### config.mk
export PLATFORM = sky130hd
export DESIGN_NAME = ifu_fetch
export DESIGN_NICKNAME = d
export VERILOG_FILES = /design/src/rtl/ifu_fetch.sv
export SDC_FILE = /design/constraint.sdc
export NUM_CORES = 1
export LEC_CHECK = 0
export ABC_AREA = 1
export ABC_CLOCK_PERIOD_IN_PS = 2490
export CORE_MARGIN = 2
export CORE_UTILIZATION = 54
export CTS_BUF_LIST = sky130_fd_sc_hd__clkbuf_16
export CTS_CLUSTER_SIZE = 20
export DETAILED_ROUTE_END_ITERATION = 12
export PLACE_DENSITY_LB_ADDON = 0.15
export SYNTH_ARGS = -nofsm -noshare
export SYNTH_HDL_FRONTEND = slang
export SYNTH_SLANG_ARGS = --single-unit
export TNS_END_PERCENT = 30
### constraint.sdc
create_clock -name clk_i -period 2.49 [get_ports clk_i]
set_clock_uncertainty 0.15 [all_clocks]
set_input_delay 0.747 -clock clk_i [delete_from_list [all_inputs] [get_ports clk_i]]
set_output_delay 0.747 -clock clk_i [all_outputs]
set_load 0.005 [all_outputs]
### src/rtl/ifu_fetch.sv
// ifu_fetch: holds the PC, fetches one word at a time over req/rsp and presents it to decode; redirects take priority.
// Optional counters under YSYX_23060251_IFU_PERF_EN; 3 cycles per instruction minimum, single-entry output buffer.
module ifu_fetch #(
  parameter int unsigned          XLEN     = 64,
  parameter int unsigned          INST_W   = 32,
  parameter logic [XLEN-1:0]      RESET_PC = 'h8000_0000
) (
  input  logic              clk_i,
  input  logic              rst_n_i,
  input  logic              redirect_valid_i,
  input  logic [XLEN-1:0]   redirect_pc_i,
  output logic              req_valid_o,
  input  logic              req_ready_i,
  output logic [XLEN-1:0]   req_addr_o,
  input  logic              rsp_valid_i,
  input  logic [INST_W-1:0] rsp_data_i,
  input  logic              rsp_err_i,
  output logic              inst_valid_o,
  input  logic              inst_ready_i,
  output logic [INST_W-1:0] inst_o,
  output logic [XLEN-1:0]   pc_o,
  output logic              inst_err_o
`ifdef YSYX_23060251_IFU_PERF_EN
  ,
  output logic [XLEN-1:0]   perf_fetch_o,
  output logic [XLEN-1:0]   perf_wait_o
`endif
);

  localparam logic [1:0] S_REQ  = 2'd0;
  localparam logic [1:0] S_WAIT = 2'd1;
  localparam logic [1:0] S_HOLD = 2'd2;

  logic [1:0]        state, nxt_state;
  logic [XLEN-1:0]   pc_q, nxt_pc;
  logic              drop_q, nxt_drop;
  logic              nxt_req_valid;
  logic [XLEN-1:0]   nxt_req_addr;
  logic              nxt_inst_valid;
  logic [INST_W-1:0] nxt_inst;
  logic [XLEN-1:0]   nxt_inst_pc;
  logic              nxt_inst_err;
  logic              enter;
  logic [XLEN-1:0]   enter_pc;

  always_comb begin
    nxt_state      = state;
    nxt_pc         = pc_q;
    nxt_drop       = drop_q;
    nxt_req_valid  = req_valid_o;
    nxt_req_addr   = req_addr_o;
    nxt_inst_valid = inst_valid_o;
    nxt_inst       = inst_o;
    nxt_inst_pc    = pc_o;
    nxt_inst_err   = inst_err_o;
    enter          = 1'b0;
    enter_pc       = pc_q;

    case (state)
      S_REQ: begin
        // req_valid_o low here only right after reset, before the first launch.
        if (redirect_valid_i) begin
          if (req_valid_o && req_ready_i) begin
            nxt_state     = S_WAIT;
            nxt_req_valid = 1'b0;
            nxt_drop      = 1'b1;
            nxt_pc        = redirect_pc_i;
          end else begin
            enter    = 1'b1;
            enter_pc = redirect_pc_i;
          end
        end else if (!req_valid_o) begin
          enter    = 1'b1;
          enter_pc = pc_q;
        end else if (req_ready_i) begin
          nxt_state     = S_WAIT;
          nxt_req_valid = 1'b0;
        end
      end

      S_WAIT: begin
        if (rsp_valid_i) begin
          if (redirect_valid_i) begin
            nxt_drop = 1'b0;
            enter    = 1'b1;
            enter_pc = redirect_pc_i;
          end else if (drop_q) begin
            nxt_drop = 1'b0;
            enter    = 1'b1;
            enter_pc = pc_q;
          end else begin
            nxt_state      = S_HOLD;
            nxt_inst_valid = 1'b1;
            nxt_inst       = rsp_err_i ? '0 : rsp_data_i;
            nxt_inst_err   = rsp_err_i;
            nxt_inst_pc    = pc_q;
          end
        end else if (redirect_valid_i) begin
          nxt_drop = 1'b1;
          nxt_pc   = redirect_pc_i;
        end
      end

      S_HOLD: begin
        if (redirect_valid_i) begin
          nxt_inst_valid = 1'b0;
          enter          = 1'b1;
          enter_pc       = redirect_pc_i;
        end else if (inst_ready_i) begin
          nxt_inst_valid = 1'b0;
          enter          = 1'b1;
          enter_pc       = pc_q + XLEN'(4);
        end
      end

      default: begin
        nxt_state = S_REQ;
      end
    endcase

    // Entering S_REQ: a misaligned PC skips memory and becomes a faulting instruction.
    if (enter) begin
      nxt_pc = enter_pc;
      if (enter_pc[1:0] != 2'b00) begin
        nxt_state      = S_HOLD;
        nxt_req_valid  = 1'b0;
        nxt_inst_valid = 1'b1;
        nxt_inst       = '0;
        nxt_inst_err   = 1'b1;
        nxt_inst_pc    = enter_pc;
      end else begin
        nxt_state      = S_REQ;
        nxt_req_valid  = 1'b1;
        nxt_req_addr   = enter_pc;
      end
    end
  end

  always_ff @(posedge clk_i or negedge rst_n_i) begin
    if (!rst_n_i) begin
      state        <= S_REQ;
      pc_q         <= RESET_PC;
      drop_q       <= 1'b0;
      req_valid_o  <= 1'b0;
      req_addr_o   <= '0;
      inst_valid_o <= 1'b0;
      inst_o       <= '0;
      pc_o         <= '0;
      inst_err_o   <= 1'b0;
    end else begin
      state        <= nxt_state;
      pc_q         <= nxt_pc;
      drop_q       <= nxt_drop;
      req_valid_o  <= nxt_req_valid;
      req_addr_o   <= nxt_req_addr;
      inst_valid_o <= nxt_inst_valid;
      inst_o       <= nxt_inst;
      pc_o         <= nxt_inst_pc;
      inst_err_o   <= nxt_inst_err;
    end
  end

`ifdef YSYX_23060251_IFU_PERF_EN
  always_ff @(posedge clk_i or negedge rst_n_i) begin
    if (!rst_n_i) begin
      perf_fetch_o <= '0;
      perf_wait_o  <= '0;
    end else begin
      if (inst_valid_o && inst_ready_i) begin
        perf_fetch_o <= perf_fetch_o + XLEN'(1);
      end
      if (state == S_WAIT) begin
        perf_wait_o <= perf_wait_o + XLEN'(1);
      end
    end
  end
`endif

endmodule

==> summary.json <==
{
  "result_of_the_run": "complete, but fails checks",
  "violations": "setup timing",
  "htree_num_levels": 1,
  "routed_len_inst_um": 21.4,
  "synth-seq-area-share": 0.384,
  "num_vias": 18694,
  "finalWeightedCongestion": 0.982,
  "max_slew_margin": 0.449,
  "clock_slew_at_reported_path_ffs_ps": 70,
  "worstSetupEndpointType": "register",
  "final-hold-violation-count": 0,
  "critPathArrivalTime_ps": 2930,
  "die_w_um": 171,
  "globalRouteTotalUtil": 0.424,
  "finalCoreUtilization": 0.758,
  "postSynth.topFlopCell": "sky130_fd_sc_hd__dfrtp_1",
  "pin_count_of_the_biggest_net_entering_global_routing": 70,
  "fmax_mhz": 384,
  "max_cap_violations": 0,
  "cp_max_fo": 10,
  "drt_pass1_iterations": 6,
  "finish.cell_count_without_fillers": 3044,
  "worst_ep_required_time_ps": 2810,
  "cts_buffers": 26,
  "synthesis.area_um2": 15000,
  "overflow": 0,
  "wire_length_of_the_first_global_routing_pass_um": 95900,
  "place.detailed.instances": 2975,
  "cts_root_buf": "sky130_fd_sc_hd__clkbuf_16",
  "synth-async-reset-ratio": 1.00,
  "layout_min_cycle_time_ps": 2610,
  "pre_cts_ws_ps": -683,
  "cellLeakagePower_nw": 9.62,
  "first_global_vias": 17890,
  "max_slew.worst_pin.slew_ps": 826,
  "timing.final.crit_share": 1.05,
  "buffer_ports.inserted": 265,
  "num-fill-cells": 2008,
  "finalSetupViolCount": 101,
  "cts-root-to-sink-buffers": 3,
  "vias_per_cell": 6.14,
  "worstSetupPathType": "reg -> reg",
  "hold_path_class": "reg -> reg",
  "insertion_delay_ps": 560,
  "die_y_um": 171,
  "fp.dieArea_um2": 29100,
  "clock-sinks": 230,
  "post_dp_cell_area_um2": 19300,
  "rows": 61,
  "syn_nets": 2381,
  "timing_max_transition_violations_final": 0,
  "postLayoutCellArea_um2": 20900,
  "synth_area_per_cell_um2": 6.60,
  "synth_cells": 2273,
  "cellPowerDensity_nw_per_um2": 1560,
  "setup.worst_path.start_class": "register",
  "final.setup.worst_slack_ps": -116,
  "drc_violation_total_after_the_first_tritonroute_iteration": 2713,
  "number_of_antenna_violations_at_the_first_check_in_global_routing": 2,
  "drive_above_1_share": 0.134,
  "initial_core_util": 0.545,
  "area.growth.synth_to_final_pct": 39.1,
  "setup_repair_after_global_routing_missed_its_margin": "yes",
  "antenna_left": 0,
  "drc": 0,
  "yosysWarnings": 0,
  "detailedPlacementHpwl_um": 45000,
  "synth_seq_cells": 230,
  "yosys.cell_types.count": 45,
  "design.core.area_um2": 27600,
  "io_pins": 266,
  "finalNetCount": 2754,
  "worst_setup_slack_for_register_to_register_paths_ps": -120,
  "synth_edf_count": 0,
  "clock_tree_from_tritoncts": "yes",
  "num_antenna_cells": 0,
  "peakVddDrop_mv": 0.785,
  "routed_wire_length_um": 65100
}
## logic make-up after synthesis
| logic type | share of synthesized area |
|---|---|
| AOI/OAI and AO/OA | 0.194 |
| xor gates and xnor gates | 0.0128 |
| adders and majority gates | 0.00417 |
| buffers and inverters | 0.0783 |
| DFF | 0.384 |
| and+or+nand+nor | 0.328 |
## synth_stat cells, types with 2 or more instances
| cell | instances | area [um2] |
|---|---|---|
| sky130_fd_sc_hd__o32ai_1 | 2 | 17.5 |
| sky130_fd_sc_hd__ha_1 | 5 | 62.6 |
| sky130_fd_sc_hd__nor2_4 | 2 | 22.5 |
| sky130_fd_sc_hd__o22ai_1 | 8 | 50.1 |
| sky130_fd_sc_hd__inv_1 | 138 | 518 |
| sky130_fd_sc_hd__nor3_1 | 18 | 90.1 |
| sky130_fd_sc_hd__nand2_1 | 735 | 2760 |
| sky130_fd_sc_hd__o21bai_1 | 12 | 90.1 |
| sky130_fd_sc_hd__o211ai_1 | 11 | 82.6 |
| sky130_fd_sc_hd__dfrtp_1 | 229 | 5730 |
| sky130_fd_sc_hd__o2111ai_1 | 2 | 17.5 |
| sky130_fd_sc_hd__buf_2 | 40 | 200 |
| sky130_fd_sc_hd__clkbuf_1 | 70 | 263 |
| sky130_fd_sc_hd__a21oi_1 | 110 | 551 |
| sky130_fd_sc_hd__xor2_1 | 22 | 193 |
| sky130_fd_sc_hd__o31ai_1 | 3 | 22.5 |
| sky130_fd_sc_hd__o21ai_1 | 28 | 140 |
| sky130_fd_sc_hd__o221ai_1 | 2 | 17.5 |
| sky130_fd_sc_hd__buf_6 | 4 | 45.0 |
| sky130_fd_sc_hd__o21ai_0 | 286 | 1430 |
| sky130_fd_sc_hd__nand2_4 | 2 | 22.5 |
| sky130_fd_sc_hd__nor2_2 | 4 | 25.0 |
| sky130_fd_sc_hd__nand3_1 | 129 | 646 |
| sky130_fd_sc_hd__nand3b_1 | 7 | 52.6 |
| sky130_fd_sc_hd__nor2_8 | 3 | 60.1 |
| sky130_fd_sc_hd__buf_1 | 13 | 48.8 |
| sky130_fd_sc_hd__o21ai_2 | 2 | 17.5 |
| sky130_fd_sc_hd__a32oi_1 | 7 | 61.3 |
| sky130_fd_sc_hd__buf_4 | 9 | 67.6 |
| sky130_fd_sc_hd__a221oi_1 | 35 | 307 |
| sky130_fd_sc_hd__inv_2 | 7 | 26.3 |
| sky130_fd_sc_hd__nand4_1 | 18 | 113 |
| sky130_fd_sc_hd__a31oi_1 | 10 | 62.6 |
| sky130_fd_sc_hd__nor2_1 | 287 | 1080 |
| sky130_fd_sc_hd__nand2_2 | 3 | 18.8 |
## critical path, cell delays in order (launching register included)
cell                        delay, ps
sky130_fd_sc_hd__dfrtp_2          430
sky130_fd_sc_hd__buf_4            150
sky130_fd_sc_hd__ha_4             190
sky130_fd_sc_hd__a21oi_1          180
sky130_fd_sc_hd__nand2_1          130
sky130_fd_sc_hd__a31oi_2          250
sky130_fd_sc_hd__o21ai_2          130
sky130_fd_sc_hd__nor2_2           190
sky130_fd_sc_hd__nor2_4            90
sky130_fd_sc_hd__buf_12           160
sky130_fd_sc_hd__buf_4            140
sky130_fd_sc_hd__clkbuf_16        160
sky130_fd_sc_hd__a21oi_1          170
## power by group
| group | internal [mW] | switching [mW] |
|---|---|---|
| combinational | 8.71 | 12.3 |
| sequential | 5.69 | 1.62 |
| clock | 2.48 | 1.70 |
## cell type report
cell class | count | area (um2) | area share
multi-input cells | 1761 | 8340 | 0.399
flip-flops and latches | 230 | 5770 | 0.276
repair buffers | 481 | 4810 | 0.230
clock buffers | 27 | 676 | 0.0324
inverters | 146 | 578 | 0.0277
well taps | 378 | 473 | 0.0227
clock inverters | 21 | 231 | 0.0111
## flip-flops by register name, indices dropped and copies added, names as in the netlist
| signal | flops |
|---|---|
| req_valid_o | 1 |
| state | 2 |
| pc_q | 64 |
| inst_valid_o | 1 |
| drop_q | 1 |
| pc_o | 64 |
| inst_err_o | 1 |
| req_addr_o | 64 |
| inst_o | 32 |
## layer usage
layer | GRT usage | up-vias | part of all wire
met5 | 0 | - | 0
met4 | 0.243 | 0 | 0.068
met3 | 0.0881 | 375 | 0.11
met2 | 0.718 | 1440 | 0.47
met1 | 0.500 | 8654 | 0.35
li1 | - | 8225 | -
## cells in the final DEF (no fill, tap or decap), types with 12 or more instances in the layout
cell type / instances
sky130_fd_sc_hd__a21oi_1: 106
sky130_fd_sc_hd__a221oi_1: 33
sky130_fd_sc_hd__buf_12: 25
sky130_fd_sc_hd__buf_4: 173
sky130_fd_sc_hd__clkbuf_16: 35
sky130_fd_sc_hd__clkdlybuf4s50_1: 260
sky130_fd_sc_hd__dfrtp_1: 219
sky130_fd_sc_hd__inv_1: 135
sky130_fd_sc_hd__nand2_1: 725
sky130_fd_sc_hd__nand3_1: 127
sky130_fd_sc_hd__nand4_1: 18
sky130_fd_sc_hd__nor2_1: 258
sky130_fd_sc_hd__nor2_2: 28
sky130_fd_sc_hd__nor3_1: 17
sky130_fd_sc_hd__o21ai_0: 270
sky130_fd_sc_hd__o21ai_1: 38
sky130_fd_sc_hd__o21bai_1: 12
sky130_fd_sc_hd__xor2_1: 22
## final timing paths
| check | startpoint | end | cells after the start |
|---|---|---|---|
| max | state[0] | pc_o[57] | 12 |
| max reg2reg | state[0] | pc_o[57] | 12 |
| min | req_addr_o[0] | req_addr_o[0] | 2 |
| max in group asynchronous | rst_n_i | pc_o[56] | 3 |
| min in group asynchronous | rst_n_i | req_addr_o[25] | 2 |
| min reg2reg | req_addr_o[0] | req_addr_o[0] | 2 |
## through the flow
stage / power [mW] / setup TNS (ps) / hold slack, ps
6_report: 32.5 / -4270 / 327
5_1_grt: 34.3 / -11870 / 340
4_1_cts: 30.3 / 0 / 326
3_5_place_dp: 25.7 / -118910 / 309
3_3_place_gp: 25.0 / -112890 / 302
2_1_floorplan: 17.1 / 0 / 301
## what timing repair did
item                       in CTS  in global routing
hold buffers                    1                  0
cloned                          1                  8
resized for setup              21                 97
buffers inserted                0                 11
setup endpoints to repair     140                216
hold endpoints to repair       27                  0
pin swaps                       0                 16
Power figures use the tool's default switching activity.
